**src/rtl/rtc_segscan_decoder.sv**
```systemverilog
// Receive side of the multiplexed 7-segment scan: decodes strobed
// digits back to BCD and delivers 6-digit frames over valid/ready.
// Ports:
//   i_sclk, i_reset_n        clock, async active-low reset
//   i_segments[7:0]          active-low {dp,g,f,e,d,c,b,a}, dp ignored
//   i_digits[7:0]            active-low digit enables, bit0 rightmost
//   o_count[23:0]            decoded frame, digit k in [4k+3:4k]
//   o_valid / i_ready        frame handshake
//   o_err                    frame held an undecodable pattern
//   o_overrun                pulse: completed frame dropped (slot busy)
//   o_stale                  timeout seen, cleared by next capture
module rtc_segscan_decoder #(
    parameter int SETTLE_CYC  = 4,
    parameter int TIMEOUT_CYC = 200000
) (
    input  logic        i_sclk,
    input  logic        i_reset_n,
    input  logic [7:0]  i_segments,
    input  logic [7:0]  i_digits,
    output logic [23:0] o_count,
    output logic        o_valid,
    input  logic        i_ready,
    output logic        o_err,
    output logic        o_overrun,
    output logic        o_stale
);

    localparam int SW = $clog2(SETTLE_CYC + 1);
    localparam int TW = $clog2(TIMEOUT_CYC + 1);
    localparam logic [SW-1:0] SMAX = SW'(SETTLE_CYC);
    localparam logic [TW-1:0] TMAX = TW'(TIMEOUT_CYC);

    logic          unused_dp;
    logic [6:0]    seg_s1_q, seg_s2_q, prev_seg_q;
    logic [7:0]    dig_s1_q, dig_s2_q, prev_dig_q;
    logic [SW-1:0] settle_q, settle_d;
    logic          took_q, took_d;
    logic [5:0]    bitmap_q, bitmap_d;
    logic [23:0]   shadow_q, shadow_d;
    logic          ferr_q, ferr_d;
    logic [TW-1:0] tmo_q, tmo_d;
    logic [23:0]   count_q, count_d;
    logic          valid_q, valid_d;
    logic          err_q, err_d;
    logic          overrun_q, overrun_d;
    logic          stale_q, stale_d;

    logic [5:0]    sel_n;
    logic          legal, same, capture, bad, complete, timeout, accept;
    logic [2:0]    idx;
    logic [3:0]    nib;

    assign unused_dp = i_segments[7];

    // Strobe qualification and settle counting
    always_comb begin
        sel_n = ~dig_s2_q[5:0];
        legal = (&dig_s2_q[7:6]) && (sel_n != 6'd0)
                && ((sel_n & (sel_n - 6'd1)) == 6'd0);
        idx = 3'd0;
        for (int i = 0; i < 6; i++) begin
            if (sel_n[i]) idx = 3'(i);
        end
        same = (dig_s2_q == prev_dig_q) && (seg_s2_q == prev_seg_q);
        settle_d = settle_q;
        took_d   = took_q;
        if (!legal) begin
            settle_d = '0;
            took_d   = 1'b0;
        end else if (!same) begin
            settle_d = SW'(1);
            took_d   = 1'b0;
        end else if (settle_q != SMAX) begin
            settle_d = settle_q + SW'(1);
        end
        // A strobe is captured once; a change re-arms it.
        capture = legal && (settle_d == SMAX) && !took_d;
        if (capture) took_d = 1'b1;
    end

    always_comb begin
        bad = 1'b0;
        unique case (seg_s2_q)
            7'h40: nib = 4'd0;
            7'h79: nib = 4'd1;
            7'h24: nib = 4'd2;
            7'h30: nib = 4'd3;
            7'h19: nib = 4'd4;
            7'h12: nib = 4'd5;
            7'h02: nib = 4'd6;
            7'h78: nib = 4'd7;
            7'h00: nib = 4'd8;
            7'h10: nib = 4'd9;
            default: begin
                nib = 4'hF;
                bad = 1'b1;
            end
        endcase
    end

    // Frame assembly, timeout and output slot
    always_comb begin
        tmo_d = capture ? '0
              : (tmo_q == TMAX) ? tmo_q : tmo_q + TW'(1);
        timeout  = (tmo_d == TMAX) && (tmo_q != TMAX);
        complete = (bitmap_q == 6'h3F);
        bitmap_d = (complete || timeout) ? 6'd0 : bitmap_q;
        ferr_d   = (complete || timeout) ? 1'b0 : ferr_q;
        shadow_d = shadow_q;
        if (capture) begin
            bitmap_d[idx] = 1'b1;
            shadow_d[{idx, 2'b00} +: 4] = nib;
            if (bad) ferr_d = 1'b1;
        end
        accept    = valid_q && i_ready;
        count_d   = count_q;
        err_d     = err_q;
        valid_d   = valid_q && !accept;
        overrun_d = 1'b0;
        if (complete) begin
            if (!valid_q || accept) begin
                count_d = shadow_q;
                err_d   = ferr_q;
                valid_d = 1'b1;
            end else begin
                overrun_d = 1'b1;
            end
        end
        stale_d = stale_q;
        if (timeout) stale_d = 1'b1;
        if (capture) stale_d = 1'b0;
    end

    always_ff @(posedge i_sclk or negedge i_reset_n) begin
        if (!i_reset_n) begin
            seg_s1_q   <= '0;
            seg_s2_q   <= '0;
            prev_seg_q <= '0;
            dig_s1_q   <= '0;
            dig_s2_q   <= '0;
            prev_dig_q <= '0;
            settle_q   <= '0;
            took_q     <= 1'b0;
            bitmap_q   <= '0;
            shadow_q   <= '0;
            ferr_q     <= 1'b0;
            tmo_q      <= '0;
            count_q    <= '0;
            valid_q    <= 1'b0;
            err_q      <= 1'b0;
            overrun_q  <= 1'b0;
            stale_q    <= 1'b0;
        end else begin
            seg_s1_q   <= i_segments[6:0];
            seg_s2_q   <= seg_s1_q;
            prev_seg_q <= seg_s2_q;
            dig_s1_q   <= i_digits;
            dig_s2_q   <= dig_s1_q;
            prev_dig_q <= dig_s2_q;
            settle_q   <= settle_d;
            took_q     <= took_d;
            bitmap_q   <= bitmap_d;
            shadow_q   <= shadow_d;
            ferr_q     <= ferr_d;
            tmo_q      <= tmo_d;
            count_q    <= count_d;
            valid_q    <= valid_d;
            err_q      <= err_d;
            overrun_q  <= overrun_d;
            stale_q    <= stale_d;
        end
    end

    assign o_count   = count_q;
    assign o_valid   = valid_q;
    assign o_err     = err_q;
    assign o_overrun = overrun_q;
    assign o_stale   = stale_q;

endmodule

```
**config.mk**
```make
export PLATFORM = sky130hd
export DESIGN_NAME = rtc_segscan_decoder
export DESIGN_NICKNAME = d
export VERILOG_FILES = /design/src/rtl/rtc_segscan_decoder.sv
export SDC_FILE = /design/constraint.sdc
export NUM_CORES = 1
export LEC_CHECK = 0
export ABC_AREA = 1
export BUFFER_PORTS_ARGS = -buffer_cell sky130_fd_sc_hd__buf_2
export CORE_MARGIN = 2
export CORE_UTILIZATION = 30
export CTS_BUF_LIST = sky130_fd_sc_hd__clkbuf_16
export DETAILED_ROUTE_END_ITERATION = 8
export PLACE_DENSITY = 0.53
export SYNTH_ARGS = -nofsm -noshare
export SYNTH_HDL_FRONTEND = slang
export SYNTH_SLANG_ARGS = --single-unit
```
**constraint.sdc**
```tcl
create_clock -name i_sclk -period 6.3 [get_ports i_sclk]
set_input_delay 1.26 -clock i_sclk [delete_from_list [all_inputs] [get_ports i_sclk]]
set_output_delay 1.26 -clock i_sclk [all_outputs]
set_load 0.02 [all_outputs]
```
==> results by group <==
Layout
  • Layout Nets: about 700
  • Number of diodes: 0
  • Area of the multi-input gates: 2010 um2
  • Area delta synth->final: 20.5%
  • # fillers: between 1500 and 2000
  • Register area: 3150 um2
  • Fin util: a little under two fifths
  • Fraction of layout cells with a size suffix above 1: 17.8%

Setup path
  • WS Path Type: register to register
  • Top Family by Delay on Critical Path: compound AO/OA/AOI/OAI gates
  • Worst Path Arrival: 3540 ps
  • RR Startpoint: dig_s2_q[1]$_DFF_PN0_
  • CP Cell Sequence: inv_1, a21oi_1, o21ai_0, inv_1, ha_1, ha_1, nand2_1, nor4_1, nand2_2, o41ai_1
  • CP Max Fanout: 8
  • Buffers and inverters on the worst path: 2
  • Worst Setup End Kind: register
  • Startpoint types: register
  • Worst flop-to-flop path endpoint: shadow_q[11]$_DFFE_PN0P_
  • Slowest library cell on the worst path: o21ai_0
  • R2R Setup Slk: ~3100 ps
  • Max stage delay on crit path: 690 ps
  • WP data required: 6610 ps
  • Worst R2R Path Depth: 10

Outcome
  • Outcome: finished clean

STA
  • Worst-margin pin slew: approximately 860 ps
  • Final hold violations: 0
  • Final Critical Period: about 3200 ps
  • FMAX: 310 MHz
  • Max-Slew Margin vs Limit: 42.1%
  • Final slew viol count: 0
  • Setup-failing EPs final: 0
  • Clk_skew: between 7 and 8 ps
  • Fin crit share: between 50% and 60%
  • RSZ-0062 raised after global routing: no
  • Setup TNS: 0 ps

GRT
  • Global-route wire length before repair: 19.7 mm
  • GRT Util Overall: about an eighth
  • Initial antenna violation count: 0
  • Global route overflow: 0
  • Number of global-route vias before repair: ~4000
  • Largest net degree at the start of global routing: 70

Floorplan
  • I/O pin total: 47
  • Die H: 140 um
  • Chip width: roughly 140 um
  • Core box area: ~18000 um2
  • Die ar.: approximately 20000 um2
  • Initial Util: 30.7%
  • # rows: slightly below 50

Route
  • Drt pass-1 iters: 5
  • Routed vias/inst: between 4 and 5
  • DRT Wirelength: 11.5 mm
  • DRT antenna net count: 0
  • Initial DRC Count: between 200 and 250
  • Vias post-DR: between 3000 and 4000
  • DR DRC count: 0
  • Post-DR wirelength/cell: ~13 um

Power
  • VDD IR-drop max: 0.190 mV
  • Static Leak: ~0.0034 uW
  • PD cells: between 200 and 300 nW/um2

Clock tree
  • CTS Sinks: roughly 130
  • Clock transition at the registers of the reported paths: 60 ps
  • CTS tree: done
  • Cts hold-fix bufs: 0
  • H-tree levels: 4
  • CTS max path bufs: 2
  • TritonCTS buffer count: 17
  • Root buffer cell: clkbuf_16
  • Clock Latency Late Sink: around 420 ps
  • Cts repair resizes: 0
  • Postcts setup bufs: 0

Hold path
  • Hold Path Origin: dig_s1_q[7]$_DFF_PN0_
  • Hold EP: dig_s2_q[7]$_DFF_PN0_
  • Hold Path Stages: 0
  • Worst hold path class: register to register

Place
  • DP HPWL: between 8 and 9 mm
  • IO buf count: 45
  • RePlAce Congestion: between 0.8 and 0.9

Yosys
  • Synthesis Warnings: 0
  • Syn avg cell area: around 9.2 um2
  • Synth Cell Area: between 5000 and 6000 um2
  • Sequential area share after synthesis: a little under three fifths
  • Synth Register Bits: approximately 130
  • Top-count cell post-synth: nand2_1
  • Synth top cells by count: 146 x nand2_1, 126 x dfrtp_1, 87 x inv_1
  • Number of distinct library cells after synthesis: 34
  • Count of flip-flops with a built-in enable after synthesis: 0
  • Post-synth top area share: between 50% and 60%
  • Async set or reset register ratio after synthesis: 100%
  • Synth Instances: 600
  • Syn nets: about 630
  • Ys flop type: dfrtp_1
  • Post-synth top area cell: dfrtp_1
  • Synth area leaders: dfrtp_1 57%, nand2_1 9.9%, inv_1 5.9%, nor2_1 4.2%, mux2_2 3.5%

Flow run
  • Total of max-cap violations: 0
[stage by stage]
| stage | instance area [um2] | std cells | hold slack (ps) | setup WS (ps) | power [uW] |
|---|---|---|---|---|---|
| 2_1_floorplan | 5530 | 600 | 331 | 3700 | 882 |
| 3_3_place_gp | 6040 | 872 | 333 | 3160 | 913 |
| 3_5_place_dp | 6040 | 872 | 335 | 3100 | 916 |
| 4_1_cts | 6670 | 904 | 347 | 3100 | 1950 |
| 5_1_grt | 6670 | 904 | 352 | 2790 | 2000 |
| 6_report | 6670 | 904 | 345 | 3070 | 1920 |
[kinds of logic (layout without fill, tap and decap cells)]
| kind of cell | Yosys count | count (layout) | synth area share, % |
|---|---|---|---|
| buf+inv | 97 | 172 | 6.63 |
| xor+xnor | 18 | 18 | 2.85 |
| simple gates | 288 | 288 | 23.9 |
| flops | 126 | 126 | 57.0 |
| compound gates | 48 | 48 | 4.75 |
| mux | 17 | 17 | 3.46 |
| fa+ha+maj | 6 | 6 | 1.36 |
[area by class of cell]
cell class | count | area share (%)
sequential | 126 | 47.3
multi-input combinational | 377 | 30.2
clock buffer | 17 | 6.38
inverter | 93 | 5.26
tap | 229 | 4.30
timing repair buffer | 47 | 3.64
clock inverter | 15 | 2.97
[worst max-delay path by stage]
stage | slack [ps] | cells after the start | to | from
after floorplan | 3700 | 10 | shadow_q[11]$_DFFE_PN0P_ | dig_s2_q[1]$_DFF_PN0_
after global routing | 2790 | 10 | shadow_q[11]$_DFFE_PN0P_ | dig_s2_q[1]$_DFF_PN0_
after CTS | 3100 | 10 | shadow_q[11]$_DFFE_PN0P_ | dig_s2_q[1]$_DFF_PN0_
after global placement | 3160 | 10 | shadow_q[11]$_DFFE_PN0P_ | dig_s2_q[1]$_DFF_PN0_
final | 3070 | 10 | shadow_q[11]$_DFFE_PN0P_ | dig_s2_q[1]$_DFF_PN0_
after detailed placement | 3100 | 10 | shadow_q[11]$_DFFE_PN0P_ | dig_s2_q[1]$_DFF_PN0_
[layout by cell type (no fill, tap or decap), types with 4 or more instances in the layout]
cell type   instances
nand2_1           146
dfrtp_1           126
inv_1              89
nor2_1             62
buf_2              44
o21ai_0            26
nand3_1            25
mux2_2             17
clkbuf_16          17
xor2_1             15
nand4_1            14
nor3_1             13
o21ai_1             7
a21oi_1             7
ha_1                6
inv_2               5
nand3b_1            5
nor2_4              4
nor4_1              4
clkinvlp_4          4
bufinv_16           4
[registers in the layout (all words and copies together) (netlist names), 7 cells and up]
signal	flops
seg_s1_q	7
prev_seg_q	7
shadow_q	24
tmo_q	18
prev_dig_q	8
o_count	24
dig_s2_q	8
dig_s1_q	8
seg_s2_q	7
[metal layers]
layer | routed length (um) | share of wire [%] | GRT usage, %
met3 | 489 | 4.3 | 3.61
met2 | 5200 | 45 | 20.1
met1 | 5520 | 48 | 15.9
met5 | 0 | 0 | 0
met4 | 277 | 2.4 | 5.95
[power by group]
| part | switching [uW] | internal [uW] | total, uW | leakage [uW] |
|---|---|---|---|---|
| sequential | 11.2 | 824 | 836 | 0.00164 |
| clock | 365 | 660 | 1020 | 0.000298 |
| combinational | 46.2 | 17.7 | 63.8 | 0.00149 |
| total | 422 | 1500 | 1920 | 0.00343 |
(Power assumes the default switching activity.)
